File: config.mk
export PLATFORM = sky130hd
export DESIGN_NAME = bcd_to_binary_seq_flat
export DESIGN_NICKNAME = d
export VERILOG_FILES = /design/src/rtl/bcd_to_binary_seq_if.sv /design/src/rtl/bcd_to_binary_seq.sv /design/src/flat_wrapper.sv
export SDC_FILE = /design/constraint.sdc
export NUM_CORES = 1
export LEC_CHECK = 0
export ABC_CLOCK_PERIOD_IN_PS = 2800
export CORE_AREA = 10 10 136 138
export DETAILED_ROUTE_END_ITERATION = 12
export DIE_AREA = 0 0 146 148
export PLACE_DENSITY = 0.53
export REMOVE_ABC_BUFFERS = 1
export SETUP_SLACK_MARGIN = 0.15
export SYNTH_ARGS = -nofsm -noshare
export SYNTH_HDL_FRONTEND = slang
export SYNTH_SLANG_ARGS = --single-unit
export TNS_END_PERCENT = 50
File: constraint.sdc
create_clock -name clk -period 2.8 [get_ports clk]
set_input_delay 0.56 -clock clk [delete_from_list [all_inputs] [get_ports clk]]
set_output_delay 0.56 -clock clk [all_outputs]
set_load 0.03 [all_outputs]
File: src/rtl/bcd_to_binary_seq_if.sv
// Handshake and data bundle for the sequential BCD-to-binary converter.
//
// Signals:
//   start      - conversion request, only looked at while the converter is idle
//   bcd_in     - 10-digit packed BCD, digit 9 in [39:36] down to digit 0 in [3:0]
//   busy       - high while a conversion is in progress
//   done       - single-cycle pulse marking a valid result
//   binary_out - 32-bit result, held until the next conversion finishes
//   overflow   - decimal value did not fit in 32 bits (result saturated)
//   invalid    - some input nibble was greater than 9 (result forced to 0)
//
// Modports:
//   master - requester side (drives start/bcd_in)
//   slave  - converter side (drives busy/done/results)
interface bcd_to_binary_seq_if;
  logic        start;
  logic [39:0] bcd_in;
  logic        busy;
  logic        done;
  logic [31:0] binary_out;
  logic        overflow;
  logic        invalid;

  modport master (
    output start, bcd_in,
    input  busy, done, binary_out, overflow, invalid
  );

  modport slave (
    input  start, bcd_in,
    output busy, done, binary_out, overflow, invalid
  );
endinterface

File: src/rtl/bcd_to_binary_seq.sv
// Sequential BCD-to-binary converter using reverse double dabble.
//
// A 10-digit packed BCD number is shifted right one bit per clock into a
// 34-bit binary accumulator; after every shift each BCD digit that reads 8
// or more is reduced by 3. 34 iterations are enough for 9999999999 (< 2^34).
// Values above 32'hFFFFFFFF saturate and raise overflow; any nibble above 9
// skips the shifting, forces the result to 0 and raises invalid.
//
// Ports:
//   clk   - rising-edge clock
//   rst_n - asynchronous active-low reset, clears all state and outputs
//   bus   - bcd_to_binary_seq_if.slave (start, bcd_in, busy, done,
//           binary_out, overflow, invalid)
//
// Timing: start accepted at edge N -> done high in the cycle after edge N+35
// (after edge N+1 for invalid input); busy high after edges N..N+34.
module bcd_to_binary_seq (
  input  logic               clk,
  input  logic               rst_n,
  bcd_to_binary_seq_if.slave bus
);

  typedef enum logic [1:0] {
    IDLE   = 2'd0,
    SHIFT  = 2'd1,
    FINISH = 2'd2
  } state_t;

  localparam logic [5:0] LAST_ITER = 6'd33;

  state_t      state_reg, state_next;
  logic [39:0] r_bcd_reg, r_bcd_next;
  logic [33:0] r_bin_reg, r_bin_next;
  logic [5:0]  cnt_reg, cnt_next;
  logic        err_reg, err_next;
  logic        busy_reg, busy_next;
  logic        done_reg, done_next;
  logic [31:0] binary_out_reg, binary_out_next;
  logic        overflow_reg, overflow_next;
  logic        invalid_reg, invalid_next;

  // BCD part after the right shift, and after the per-digit correction.
  logic [39:0] s_bcd;
  logic [39:0] c_bcd;
  // Per-digit "nibble > 9" flags on the incoming request.
  logic [9:0]  nib_bad;

  // The BCD field's LSB moves into the top of the binary accumulator.
  assign s_bcd = {1'b0, r_bcd_reg[39:1]};

  genvar gi;
  generate
    for (gi = 0; gi < 10; gi++) begin : g_digit
      // A shifted digit of 8 or more carries a borrowed 10 worth 8 at this
      // weight; subtracting 3 restores a valid BCD digit for the next shift.
      assign c_bcd[gi*4 +: 4] = s_bcd[gi*4 + 3] ? (s_bcd[gi*4 +: 4] - 4'd3)
                                                 : s_bcd[gi*4 +: 4];
      assign nib_bad[gi] = (bus.bcd_in[gi*4 +: 4] > 4'd9);
    end
  endgenerate

  always_ff @(posedge clk or negedge rst_n) begin
    if (!rst_n) begin
      state_reg      <= IDLE;
      r_bcd_reg      <= '0;
      r_bin_reg      <= '0;
      cnt_reg        <= '0;
      err_reg        <= 1'b0;
      busy_reg       <= 1'b0;
      done_reg       <= 1'b0;
      binary_out_reg <= '0;
      overflow_reg   <= 1'b0;
      invalid_reg    <= 1'b0;
    end else begin
      state_reg      <= state_next;
      r_bcd_reg      <= r_bcd_next;
      r_bin_reg      <= r_bin_next;
      cnt_reg        <= cnt_next;
      err_reg        <= err_next;
      busy_reg       <= busy_next;
      done_reg       <= done_next;
      binary_out_reg <= binary_out_next;
      overflow_reg   <= overflow_next;
      invalid_reg    <= invalid_next;
    end
  end

  always_comb begin
    state_next      = state_reg;
    r_bcd_next      = r_bcd_reg;
    r_bin_next      = r_bin_reg;
    cnt_next        = cnt_reg;
    err_next        = err_reg;
    busy_next       = busy_reg;
    done_next       = 1'b0;
    binary_out_next = binary_out_reg;
    overflow_next   = overflow_reg;
    invalid_next    = invalid_reg;

    case (state_reg)
      IDLE: begin
        if (bus.start) begin
          r_bcd_next = bus.bcd_in;
          r_bin_next = '0;
          cnt_next   = '0;
          err_next   = |nib_bad;
          busy_next  = 1'b1;
          state_next = (|nib_bad) ? FINISH : SHIFT;
        end
      end

      SHIFT: begin
        r_bcd_next = c_bcd;
        r_bin_next = {r_bcd_reg[0], r_bin_reg[33:1]};
        cnt_next   = cnt_reg + 6'd1;
        if (cnt_reg == LAST_ITER) begin
          state_next = FINISH;
        end
      end

      FINISH: begin
        invalid_next  = err_reg;
        overflow_next = !err_reg && (|r_bin_reg[33:32]);
        if (err_reg) begin
          binary_out_next = '0;
        end else if (|r_bin_reg[33:32]) begin
          binary_out_next = 32'hFFFF_FFFF;
        end else begin
          binary_out_next = r_bin_reg[31:0];
        end
        done_next  = 1'b1;
        busy_next  = 1'b0;
        state_next = IDLE;
      end

      default: begin
        state_next = IDLE;
      end
    endcase
  end

  assign bus.busy       = busy_reg;
  assign bus.done       = done_reg;
  assign bus.binary_out = binary_out_reg;
  assign bus.overflow   = overflow_reg;
  assign bus.invalid    = invalid_reg;

endmodule

File: src/flat_wrapper.sv
// flat-port wrapper written by rule: the top's interface ports become plain ports
module bcd_to_binary_seq_flat 
  (clk, rst_n, bus_start, bus_bcd_in, bus_busy, bus_done, bus_binary_out, bus_overflow, bus_invalid);
  bcd_to_binary_seq_if bus_i ();
  input  logic clk;
  input  logic rst_n;
  input wire logic [$bits(bus_i.start)-1:0] bus_start;
  input wire logic [$bits(bus_i.bcd_in)-1:0] bus_bcd_in;
  output wire logic [$bits(bus_i.busy)-1:0] bus_busy;
  output wire logic [$bits(bus_i.done)-1:0] bus_done;
  output wire logic [$bits(bus_i.binary_out)-1:0] bus_binary_out;
  output wire logic [$bits(bus_i.overflow)-1:0] bus_overflow;
  output wire logic [$bits(bus_i.invalid)-1:0] bus_invalid;
  assign bus_i.start = bus_start;
  assign bus_i.bcd_in = bus_bcd_in;
  assign bus_busy = bus_i.busy;
  assign bus_done = bus_i.done;
  assign bus_binary_out = bus_i.binary_out;
  assign bus_overflow = bus_i.overflow;
  assign bus_invalid = bus_i.invalid;
  bcd_to_binary_seq u_core (.clk(clk), .rst_n(rst_n), .bus(bus_i));
endmodule
# Word level (Yosys, flattened, before mapping)
# Cells that the tools add are included.
[word_totals] regBits=119 input_bits=43
[classes] addsub=10 n_lt_le_gt_ge=10 eq_ne=5 n_mux=24 n_reduce_logical=11
[ops] op="$pmux 40 s2" n=1
[ops] op="$pmux 34 s2" n=1
[ops] op="$mux 32" n=2
[ops] op="$gt 4x4->1 const B" n=10
[ops] op="$mux 40" n=1
[ops] op="$mux 4" n=9
[ops] op="$sub 4x2->4 const B" n=9
[ops] op="$mux 34" n=1
[ops] op="$pmux 6 s2" n=1
[ops] op="$reduce_or 10->1" n=1
[ops] op="$reduce_and 2->1" n=4
[ops] op="$add 6x1->6 const B" n=1
[ops] op="$eq 6x6->1 const B" n=1
[ops] op="$mux 2" n=3
[ops] op="$mux 6" n=1
[ops] op="$pmux 2 s2" n=1
[ops] op="$reduce_bool 2->1" n=2
[ops] op="$eq 2x1->1 const B" n=1
[ops] op="$eq 2x2->1 const B" n=1
[ops] op="$logic_not 2->1" n=1
[ops] op="$mux 1" n=2
[ops] op="$ne 2x1->1 const B" n=1
[ops] op="$ne 2x2->1 const B" n=1
[ops] op="$pmux 1 s2" n=1
[ops] op="3 further kinds" n=3

# Depth between registers and ports, before layout
# Gate-level depths: netlist of run 1.
[depth] ltp_word=5 ltp_mapped=7

# Worst setup path before layout of run 1
# No wires, ideal clock.
[synth_path] path_kind="input to register" start="in bus_start" end="reg u_core.r_bcd_reg[11]" setup_time_ps=137 t_arrival_ps=1302 required_time_ps=2663 setup_slack_ps=1361 path_stages=5 path_buffers=2 cell_sequence="and2b_1 -> buf_4 -> nand2_2 -> clkbuf_1 -> a21oi_1"
[synth_via] elab_chain_cells=2
[synth_rtl] element="start, declared" line="flat_wrapper.sv:7" source="input wire logic [$bits(bus_i.start)-1:0] bus_start;"
[synth_rtl] element="$ne 2x2->1 (no line)"
[synth_rtl] element="$reduce_and 2->1 (no line)"
[synth_rtl] element="end signal, assigned" line="bcd_to_binary_seq.sv:76" source="r_bcd_reg <= r_bcd_next;"
[synth_rtl] element="end, declared" line="bcd_to_binary_seq.sv:32" source="logic [39:0] r_bcd_reg, r_bcd_next;"
# No other way between the ends.
# A chain may end at the register's enable or synchronous reset.

# Final worst setup path of run 1
[layout_path] start="reg u_core.state_reg[1]" end="reg u_core.cnt_reg[2]"
[layout_via] elab_chain_cells=3
[layout_rtl] element="start, declared" line="bcd_to_binary_seq.sv:31" source="state_t state_reg, state_next;"
[layout_rtl] element="start signal, assigned" line="bcd_to_binary_seq.sv:75" source="state_reg <= state_next;"
[layout_rtl] element="$eq 2x1->1 or $logic_not 2->1 (tied branches)" line="bcd_to_binary_seq.sv:100" source="case (state_reg)"
[layout_rtl] element="$reduce_bool 2->1 (no line) or $ne 2x2->1 (tied branches)"
[layout_rtl] element="$reduce_and 2->1 (no line)"
[layout_rtl] element="end signal, assigned" line="bcd_to_binary_seq.sv:78" source="cnt_reg <= cnt_next;"
[layout_rtl] element="end, declared" line="bcd_to_binary_seq.sv:34" source="logic [5:0] cnt_reg, cnt_next;"
# Several ways; a longest one is shown, not always the timed one.

==> results of run 1 <==
## final cells by class
type                            instances  area, µm²  area share
Sequential cell                       119       2980       0.426
Multi-Input combinational cell        372       2230       0.318
Timing Repair Buffer                   89        898       0.128
Clock buffer                           17        425      0.0608
Tap cell                              216        270      0.0386
Clock inverter                         15        178      0.0254
Inverter                                5       18.8     0.00268
## through the flow
step	setup WS [ps]	cells
after floorplan	464	496
after global placement	281	801
after detailed placement	256	801
after CTS	639	833
after global routing	467	833
final	651	833
## worst register-to-register path: cells and delay by family (launching register included)
| kind | cells | cell delay [ps] |
|---|---|---|
| flip-flops | 1 | 640 |
| AO/OA/AOI/OAI | 2 | 290 |
| AND/OR/NAND/NOR | 2 | 1150 |
## power by group
group / switching, mW / internal (mW) / leakage (nW)
logic: 0.259 / 0.230 / 1.12
clock network: 0.815 / 1.40 / 0.293
registers: 0.118 / 1.82 / 1.57
## logic make-up (layout without fill, tap and decap cells)
family	Yosys count	after routing	share of synthesized area
muxes	1	1	0.00207
and+or+nand+nor	178	178	0.143
adders and majority gates	11	11	0.0253
AOI/OAI and AO/OA	164	164	0.209
DFF	119	119	0.548
xor gates and xnor gates	18	18	0.0290
buffers and inverters	46	126	0.0433
## routing by layer
metal | part of all wire | up-vias
met5 | 0 | -
met2 | 0.44 | 120
met3 | 0.076 | 8
li1 | - | 2058
met1 | 0.48 | 2047
met4 | 0.0055 | 0
## cell usage after synthesis
cell type    n  share of area
dfrtp_1    119           0.55
nand2_1     94          0.065
nor2_1      49          0.034
a22o_1      34          0.055
o31ai_1     34          0.047
a31oi_1     33          0.038
buf_2       20          0.018
a21oi_1     12          0.011
clkbuf_1    12         0.0083
o21ai_1     12          0.011
o22ai_1     12          0.014
ha_1        11          0.025
nand2b_1    11          0.013
o21ai_0     10         0.0092
a211oi_1     9          0.012
nor2b_1      9          0.010
xnor2_1      9          0.015
xor2_1       9          0.015
buf_4        6         0.0083
a22oi_1      4         0.0055
inv_1        3         0.0021
nand4_1      3         0.0035
buf_6        2         0.0041
inv_2        2         0.0014
nand3_1      2         0.0018
a221oi_1     1         0.0016
a32o_1       1         0.0018
and2b_1      1         0.0014
and3_1       1         0.0012
buf_1        1        0.00069
mux2_2       1         0.0021
nand2_2      1         0.0012
nand4_2      1         0.0023
nor2_4       1         0.0021
nor2b_4      1         0.0025
nor3_1       1        0.00092
nor4_2       1         0.0023
o211a_1      1         0.0018
o211ai_1     1         0.0014
or2_1        1         0.0012
or2_2        1         0.0012
## final timing paths
| path | slack [ps] | cells after the start | endpoint |
|---|---|---|---|
| max in group asynchronous | 1870 | 2 | u_core.r_bin_reg[0] |
| hold reg to reg | 480 | 2 | u_core.bus.binary_out[16] |
| setup reg to reg | 650 | 4 | u_core.cnt_reg[2] |
| setup / recovery | 650 | 4 | u_core.cnt_reg[2] |
| min in group clk | 480 | 2 | u_core.bus.binary_out[16] |
| hold / removal | 210 | 1 | u_core.bus.done |
==> impl_metrics.env, run 1 <==
export IMPL_final_common_cell="dfrtp_1"
export IMPL_critPathRequiredTime_ps=3140
export IMPL_max_slew_margin=0.361
export IMPL_drcViolationCount=0
export IMPL_grt_pass1_vias=4387
export IMPL_crit_arrival_ps=2490
export IMPL_drive_above_1_share=0.0891
export IMPL_wl_per_cell_um=16.0
export IMPL_cts_path_max_buffers=2
export IMPL_largest_reg_flops=40
export IMPL_yosysSeqAreaShare=0.548
export IMPL_vias=4233
export IMPL_clk_pin_slew_worst_paths_ps=60
export IMPL_path_class="reg2reg"
export IMPL_cts_sinks=119
export IMPL_die_w_um=146
export IMPL_fp_coreArea_um2=15700
export IMPL_grt_pass1_wl_um=22600
export IMPL_power_mw=4.64
export IMPL_worstSetupStartpointType="register"
export IMPL_finish_utilization=0.445
export IMPL_overflow=0
export IMPL_finalSetupViolCount=0
export IMPL_ant_nets=0
export IMPL_synthCells=537
export IMPL_p_leak_nw=2.98
export IMPL_grt_total_usage=0.127
export IMPL_worstHoldPathType="in2async"
export IMPL_synth_seq_cells=119
export IMPL_layout_common_cells="dfrtp_1 (119), nand2_1 (94), clkdlybuf4s50_1 (77)"
export IMPL_fill_cells=1538
export IMPL_outcome="completed"
export IMPL_fp_dieArea_um2=21600
export IMPL_slew_violations=0
export IMPL_gp_congestion=0.775
export IMPL_fmax_ghz=0.465
export IMPL_ios=79
export IMPL_start_util=0.346
export IMPL_wl_um=13400
export IMPL_peakVddDrop_uv=435
export IMPL_netlist_area_um2=5440
export IMPL_globalRouteMet1Util=0.168
export IMPL_grt_max_degree=58
export IMPL_critPathMaxFanout=43
export IMPL_antenna_found_initial=0
export IMPL_tns_ps=0
export IMPL_firstDrtPassIters=4
export IMPL_layout_nets=658
export IMPL_port_buffers=78
export IMPL_cp_end_kind="register"
export IMPL_worst_path_dominant_cell_family="simple AND/OR/NAND/NOR gates"
export IMPL_tightest_slew_ps=957
export IMPL_met2_usage=0.186
export IMPL_period_share=0.768
export IMPL_rr_startpoint="u_core.state_reg[1]"
export IMPL_min_period_ps=2150
export IMPL_place_area_um2=6390
export IMPL_diodes=0
export IMPL_max_cap_viol_count=0
export IMPL_cp_slowest_stage_delay_ps=770
export IMPL_drtIter0Drc=300
export IMPL_dpl_hpwl_um=9050
export IMPL_clkLatencyLatePin_ps=410
export IMPL_cts_tree="done"
export IMPL_finalClockSkew_ps=10.0
export IMPL_synthToLayoutAreaGrowth_pct=28.7
export IMPL_hold_viol_final=0
export IMPL_rsz0062_at_grt="false"
export IMPL_post_cts_buffers=0
export IMPL_die_h_um=148
export IMPL_pwr_density_cell_nw_per_um2=664
export IMPL_fp_row_count=46
export IMPL_startpoint="u_core.state_reg[1]"
export IMPL_path_cells="and2b_1 -> nor2_4 -> o21ai_1 -> o21ai_1"
export IMPL_fin_area_um2=7000
export IMPL_cp_num_buf_inv=0
export IMPL_crit_path_top_delay_cell="nor2_4"
export IMPL_cts_resized=0
export IMPL_cts_buffers=17
export IMPL_clock_root_buffer="clkbuf_16"
export IMPL_busiest_layer="met2"
export IMPL_hold_ws_ps=207
export IMPL_yosysUniqueCellTypes=41
export IMPL_ctsHoldBuffers=0
export IMPL_routed_via_density=5.08
export IMPL_h_tree_depth=4
export IMPL_avgSynthCellArea_um2=10.1
export IMPL_yosysWarnings=0
export IMPL_cpMostUsedCell="o21ai_1"
export IMPL_use_met3=0.0546
No activity file was read; power rests on OpenSTA's default activity.
==> inputs of run 2 (changes only) <==
ABC_CLOCK_PERIOD_IN_PS = 1900   (was 2800)
PLACE_DENSITY = 0.55   (was 0.53)
clock period = 1.9 ns   (was 2.8 ns; I/O delays follow)
==> impl_metrics.env, run 2 (synthesis results as in run 1) <==
export IMPL_gp_congestion=0.790
export IMPL_dp_cells=810
export IMPL_die_h_um=148
export IMPL_cp_end_kind="register"
export IMPL_period_share=0.849
export IMPL_tightest_slew_ps=659
export IMPL_clock_root_buffer="clkbuf_16"
export IMPL_max_slew_margin=0.561
export IMPL_finalClockSkew_ps=11.1
export IMPL_grt_pass1_wl_um=23000
export IMPL_cts_buffers=17
export IMPL_crit_arrival_ps=1900
export IMPL_die_w_um=146
export IMPL_layout_common_cells="dfrtp_1 (119), nand2_1 (94), nor2_1 (49)"
export IMPL_synthToLayoutAreaGrowth_pct=30.2
export IMPL_drtIter0Drc=247
export IMPL_grt_max_degree=69
export IMPL_wl_um=13400
export IMPL_finalSetupViolCount=0
export IMPL_cp_slowest_stage_delay_ps=560
export IMPL_peakVddDrop_uv=631
export IMPL_firstDrtPassIters=5
export IMPL_routed_via_density=5.11
export IMPL_cts_path_max_buffers=2
export IMPL_fp_dieArea_um2=21600
export IMPL_slew_violations=0
export IMPL_dpl_hpwl_um=9170
export IMPL_grt_pass1_vias=4564
export IMPL_worst_path_dominant_cell_family="simple AND/OR/NAND/NOR gates"
export IMPL_start_util=0.346
export IMPL_h_tree_depth=4
export IMPL_reg2reg_depth=4
export IMPL_fp_row_count=46
export IMPL_drive_above_1_share=0.100
export IMPL_clkLatencyLatePin_ps=410
export IMPL_worstSetupStartpointType="register"
export IMPL_cts_tree="done"
export IMPL_fin_cells=843
export IMPL_cts_sinks=119
export IMPL_critPathMaxFanout=10
export IMPL_port_buffers=78
export IMPL_fill_cells=1492
export IMPL_final_common_cell="dfrtp_1"
export IMPL_largest_reg_flops=40
export IMPL_diodes=0
export IMPL_antenna_found_initial=0
export IMPL_post_cts_buffers=0
export IMPL_drcViolationCount=0
export IMPL_finish_utilization=0.450
export IMPL_layout_nets=668
export IMPL_path_class="reg2reg"
export IMPL_worstHoldPathType="in2async"
export IMPL_hold_viol_final=0
export IMPL_outcome="completed"
export IMPL_r2r_slack_ps=290
export IMPL_grt_total_usage=0.128
export IMPL_max_cap_viol_count=0
export IMPL_fp_coreArea_um2=15700
export IMPL_critPathRequiredTime_ps=2190
export IMPL_worstReg2RegEnd="u_core.cnt_reg[5]"
export IMPL_crit_path_top_delay_cell="dfrtp_1"
export IMPL_overflow=0
export IMPL_pwr_density_cell_nw_per_um2=939
export IMPL_fmax_ghz=0.620
export IMPL_vias=4310
export IMPL_min_period_ps=1610
export IMPL_power_mw=6.65
export IMPL_ant_nets=0
export IMPL_wl_per_cell_um=15.9
export IMPL_clk_pin_slew_worst_paths_ps=60
export IMPL_cp_num_buf_inv=0
export IMPL_rr_startpoint="u_core.state_reg[0]"
export IMPL_rsz0062_at_grt="false"
export IMPL_ios=79
export IMPL_path_cells="nor2b_4 -> nand4_2 -> o211ai_1 -> o31ai_1"
export IMPL_p_leak_nw=3.41
[run 2: final cells by class]
| class | instances | area [µm²] | area share |
|---|---|---|---|
| well taps | 216 | 270 | 0.0382 |
| multi-input cells | 372 | 2230 | 0.315 |
| repair buffers | 99 | 1010 | 0.143 |
| clock buffers | 19 | 443 | 0.0626 |
| inverters | 5 | 18.8 | 0.00265 |
| flip-flops and latches | 119 | 2980 | 0.421 |
| clock inverters | 13 | 124 | 0.0175 |
[run 2: how the worst max path moves through the flow]
stage	start	end	slack, ps	cells past startpoint
floorplan	u_core.state_reg[0]	u_core.bus.invalid	-440	2
global placement	bus_bcd_in[2]	u_core.state_reg[1]	100	5
detailed placement	bus_start	u_core.r_bcd_reg[23]	70	6
CTS	u_core.bus.binary_out[13]	bus_binary_out[13]	60	1
global route	u_core.state_reg[0]	u_core.cnt_reg[5]	210	4
finish	u_core.state_reg[0]	u_core.cnt_reg[5]	290	4
[run 2: through the flow]
step / cell area (µm²) / setup slack [ps] / setup TNS, ps / hold slack (ps)
final: 7080 / 287 / 0 / 441
after floorplan: 5220 / -436 / -13550 / 84.4
after global routing: 7080 / 211 / 0 / 452
after global placement: 6470 / 102 / 0 / 329
after CTS: 7030 / 61.5 / 0 / 443
after detailed placement: 6470 / 65.1 / 0 / 331
[run 2: what timing repair did]
item                                   4_1_cts  5_1_grt
hold buffers                                 1        0
cloned                                       0        0
endpoints found under the hold margin       26        0
gates resized for setup                     18       19
setup endpoints to repair                   36       45
[run 2: report_power, final]
group / total, mW / switching [mW] / internal [mW]
registers: 2.85 / 0.173 / 2.68
clock network: 3.05 / 1.20 / 1.85
logic: 0.746 / 0.389 / 0.357
total: 6.65 / 1.76 / 4.89
[run 2: per-layer routing]
metal,global-route usage,vias to the layer above,share of wire
met4,0.0380,0,0.011
met3,0.0476,13,0.053
met2,0.194,109,0.45
met1,0.168,2101,0.48
met5,0,-,0
li1,-,2087,-
[run 2: worst register-to-register path, delay by kind of cell (launching register included)]
| kind | cells | cell delay, ps |
|---|---|---|
| AND/OR/NAND/NOR | 2 | 630 |
| AO/OA/AOI/OAI | 2 | 300 |
| flip-flops | 1 | 560 |
==> inputs of run 3 (changes only) <==
ABC_CLOCK_PERIOD_IN_PS = 1500   (was 1900)
PLACE_DENSITY = 0.53   (was 0.55)
clock period = 1.5 ns   (was 1.9 ns; I/O delays follow)
==> impl_metrics.env, run 3 (synthesis results as in run 1) <==
export IMPL_outcome="completed"
export IMPL_synthToLayoutAreaGrowth_pct=36.2
export IMPL_slew_violations=0
export IMPL_grt_pass1_wl_um=23200
export IMPL_fp_dieArea_um2=21600
export IMPL_p_seq_frac=0.409
export IMPL_gp_congestion=0.770
export IMPL_critPathMaxFanout=34
export IMPL_hold_viol_final=0
export IMPL_antenna_found_initial=0
export IMPL_p_switching_mw=2.23
export IMPL_cts_buffers=17
export IMPL_reg2reg_depth=5
export IMPL_path_class="reg2reg"
export IMPL_dpl_hpwl_um=9570
export IMPL_overflow=0
export IMPL_die_w_um=146
export IMPL_min_period_ps=1400
export IMPL_tightest_slew_ps=383
export IMPL_worstSetupStartpointType="register"
export IMPL_peakVddDrop_uv=780
export IMPL_max_slew_margin=0.744
export IMPL_drive_above_1_share=0.218
export IMPL_worstHoldPathType="in2async"
export IMPL_firstDrtPassIters=4
export IMPL_fmax_ghz=0.716
export IMPL_crit_arrival_ps=1750
export IMPL_ant_nets=0
export IMPL_finalSetupViolCount=0
export IMPL_port_buffers=78
export IMPL_vias=4422
export IMPL_pwr_density_cell_nw_per_um2=1190
export IMPL_clkLatencyLatePin_ps=420
export IMPL_multi_input_area_um2=2300
export IMPL_wl_per_cell_um=16.2
export IMPL_cts_path_max_buffers=2
export IMPL_finalWorstSetupSlack_ps=104
export IMPL_diodes=0
export IMPL_h_tree_depth=4
export IMPL_max_cap_viol_count=0
export IMPL_fp_row_count=46
export IMPL_clock_root_buffer="clkbuf_16"
export IMPL_wl_um=14300
export IMPL_final_common_cell="dfrtp_1"
export IMPL_cts_tree="done"
export IMPL_p_leak_nw=3.37
export IMPL_switching_share=0.252
export IMPL_largest_reg_flops=40
export IMPL_period_share=0.931
export IMPL_start_util=0.346
export IMPL_dp_worst_setup_slack_ps=-317
export IMPL_place_area_um2=6720
export IMPL_power_mw=8.85
export IMPL_worstReg2RegEnd="u_core.r_bin_reg[25]"
export IMPL_layout_nets=706
export IMPL_rsz0062_at_grt="true"
export IMPL_fill_cells=1514
export IMPL_die_h_um=148
export IMPL_routed_via_density=5.02
export IMPL_p_int_mw=6.62
export IMPL_finalClockSkew_ps=6.55
export IMPL_finish_utilization=0.471
export IMPL_clk_pin_slew_worst_paths_ps=60
export IMPL_fin_area_um2=7400
export IMPL_r2r_slack_ps=100
export IMPL_cts_sinks=119
export IMPL_drcViolationCount=0
export IMPL_grt_pass1_vias=4577
export IMPL_tns_ps=0
export IMPL_cp_end_kind="register"
export IMPL_ios=79
export IMPL_grt_max_degree=43
export IMPL_clkPwrFrac=0.471
export IMPL_final_seq_area_um2=2980
export IMPL_fp_coreArea_um2=15700
export IMPL_pwr_share_comb=0.121
export IMPL_drtIter0Drc=226
export IMPL_critPathRequiredTime_ps=1860
export IMPL_rr_startpoint="u_core.state_reg[1]"
export IMPL_layout_common_cells="dfrtp_1 (119), nand2_1 (93), nor2_1 (49)"
export IMPL_grt_total_usage=0.131
==> run 3: per-stage QoR <==
stage	instances	hold slack, ps
after global routing	881	383
after floorplan	496	4.41
final	881	346
after detailed placement	838	250
after CTS	872	350
after global placement	838	253
==> run 3: final cells by class <==
| type | instances | area share |
|---|---|---|
| Multi-Input combinational cell | 372 | 0.311 |
| Clock inverter | 12 | 0.0204 |
| Sequential cell | 119 | 0.402 |
| Timing Repair Buffer | 137 | 0.165 |
| Clock buffer | 20 | 0.0617 |
| Tap cell | 216 | 0.0365 |
| Inverter | 5 | 0.00287 |
==> run 3: how the worst max path moves through the flow <==
stage	startpoint	end	slack [ps]
6_report	u_core.state_reg[1]	u_core.r_bin_reg[25]	100
5_1_grt	u_core.state_reg[1]	u_core.r_bin_reg[23]	40
4_1_cts	u_core.bus.binary_out[28]	bus_binary_out[28]	70
3_5_place_dp	bus_bcd_in[1]	u_core.state_reg[1]	-320
3_3_place_gp	bus_bcd_in[2]	u_core.state_reg[1]	-280
2_1_floorplan	u_core.state_reg[0]	u_core.bus.invalid	-840
==> run 3: timing repair <==
item                                   CTS  global route
buffers inserted                         1             5
hold buffers                             1             0
resized for setup                      185            23
setup endpoints to repair              124            88
cloned                                   0             4
endpoints found under the hold margin   23             0
pin swaps                                0             3
==> run 3: layer usage <==
| metal | GRT usage | vias up | share of wire |
|---|---|---|---|
| met2 | 0.199 | 90 | 0.46 |
| li1 | - | 2155 | - |
| met1 | 0.170 | 2167 | 0.48 |
| met5 | 0 | - | 0 |
| met3 | 0.0495 | 10 | 0.052 |
| met4 | 0.0345 | 0 | 0.0083 |
==> run 3: critical path, stage by stage (launching register included) <==
cell and delay, ps:
dfrtp_1 420, and2b_2 290, buf_4 150, nor2_4 120, buf_12 200, a22o_1 150
==> run 3: power by group through the flow <==
stage	Sequential [mW]	Combinational (mW)	Clock (mW)
after floorplan	3.63	0.538	0
after global placement	3.65	1.01	0
after detailed placement	3.66	1.03	0
after CTS	3.61	1.04	4.24
after global routing	3.64	1.21	4.39
final	3.61	1.07	4.16
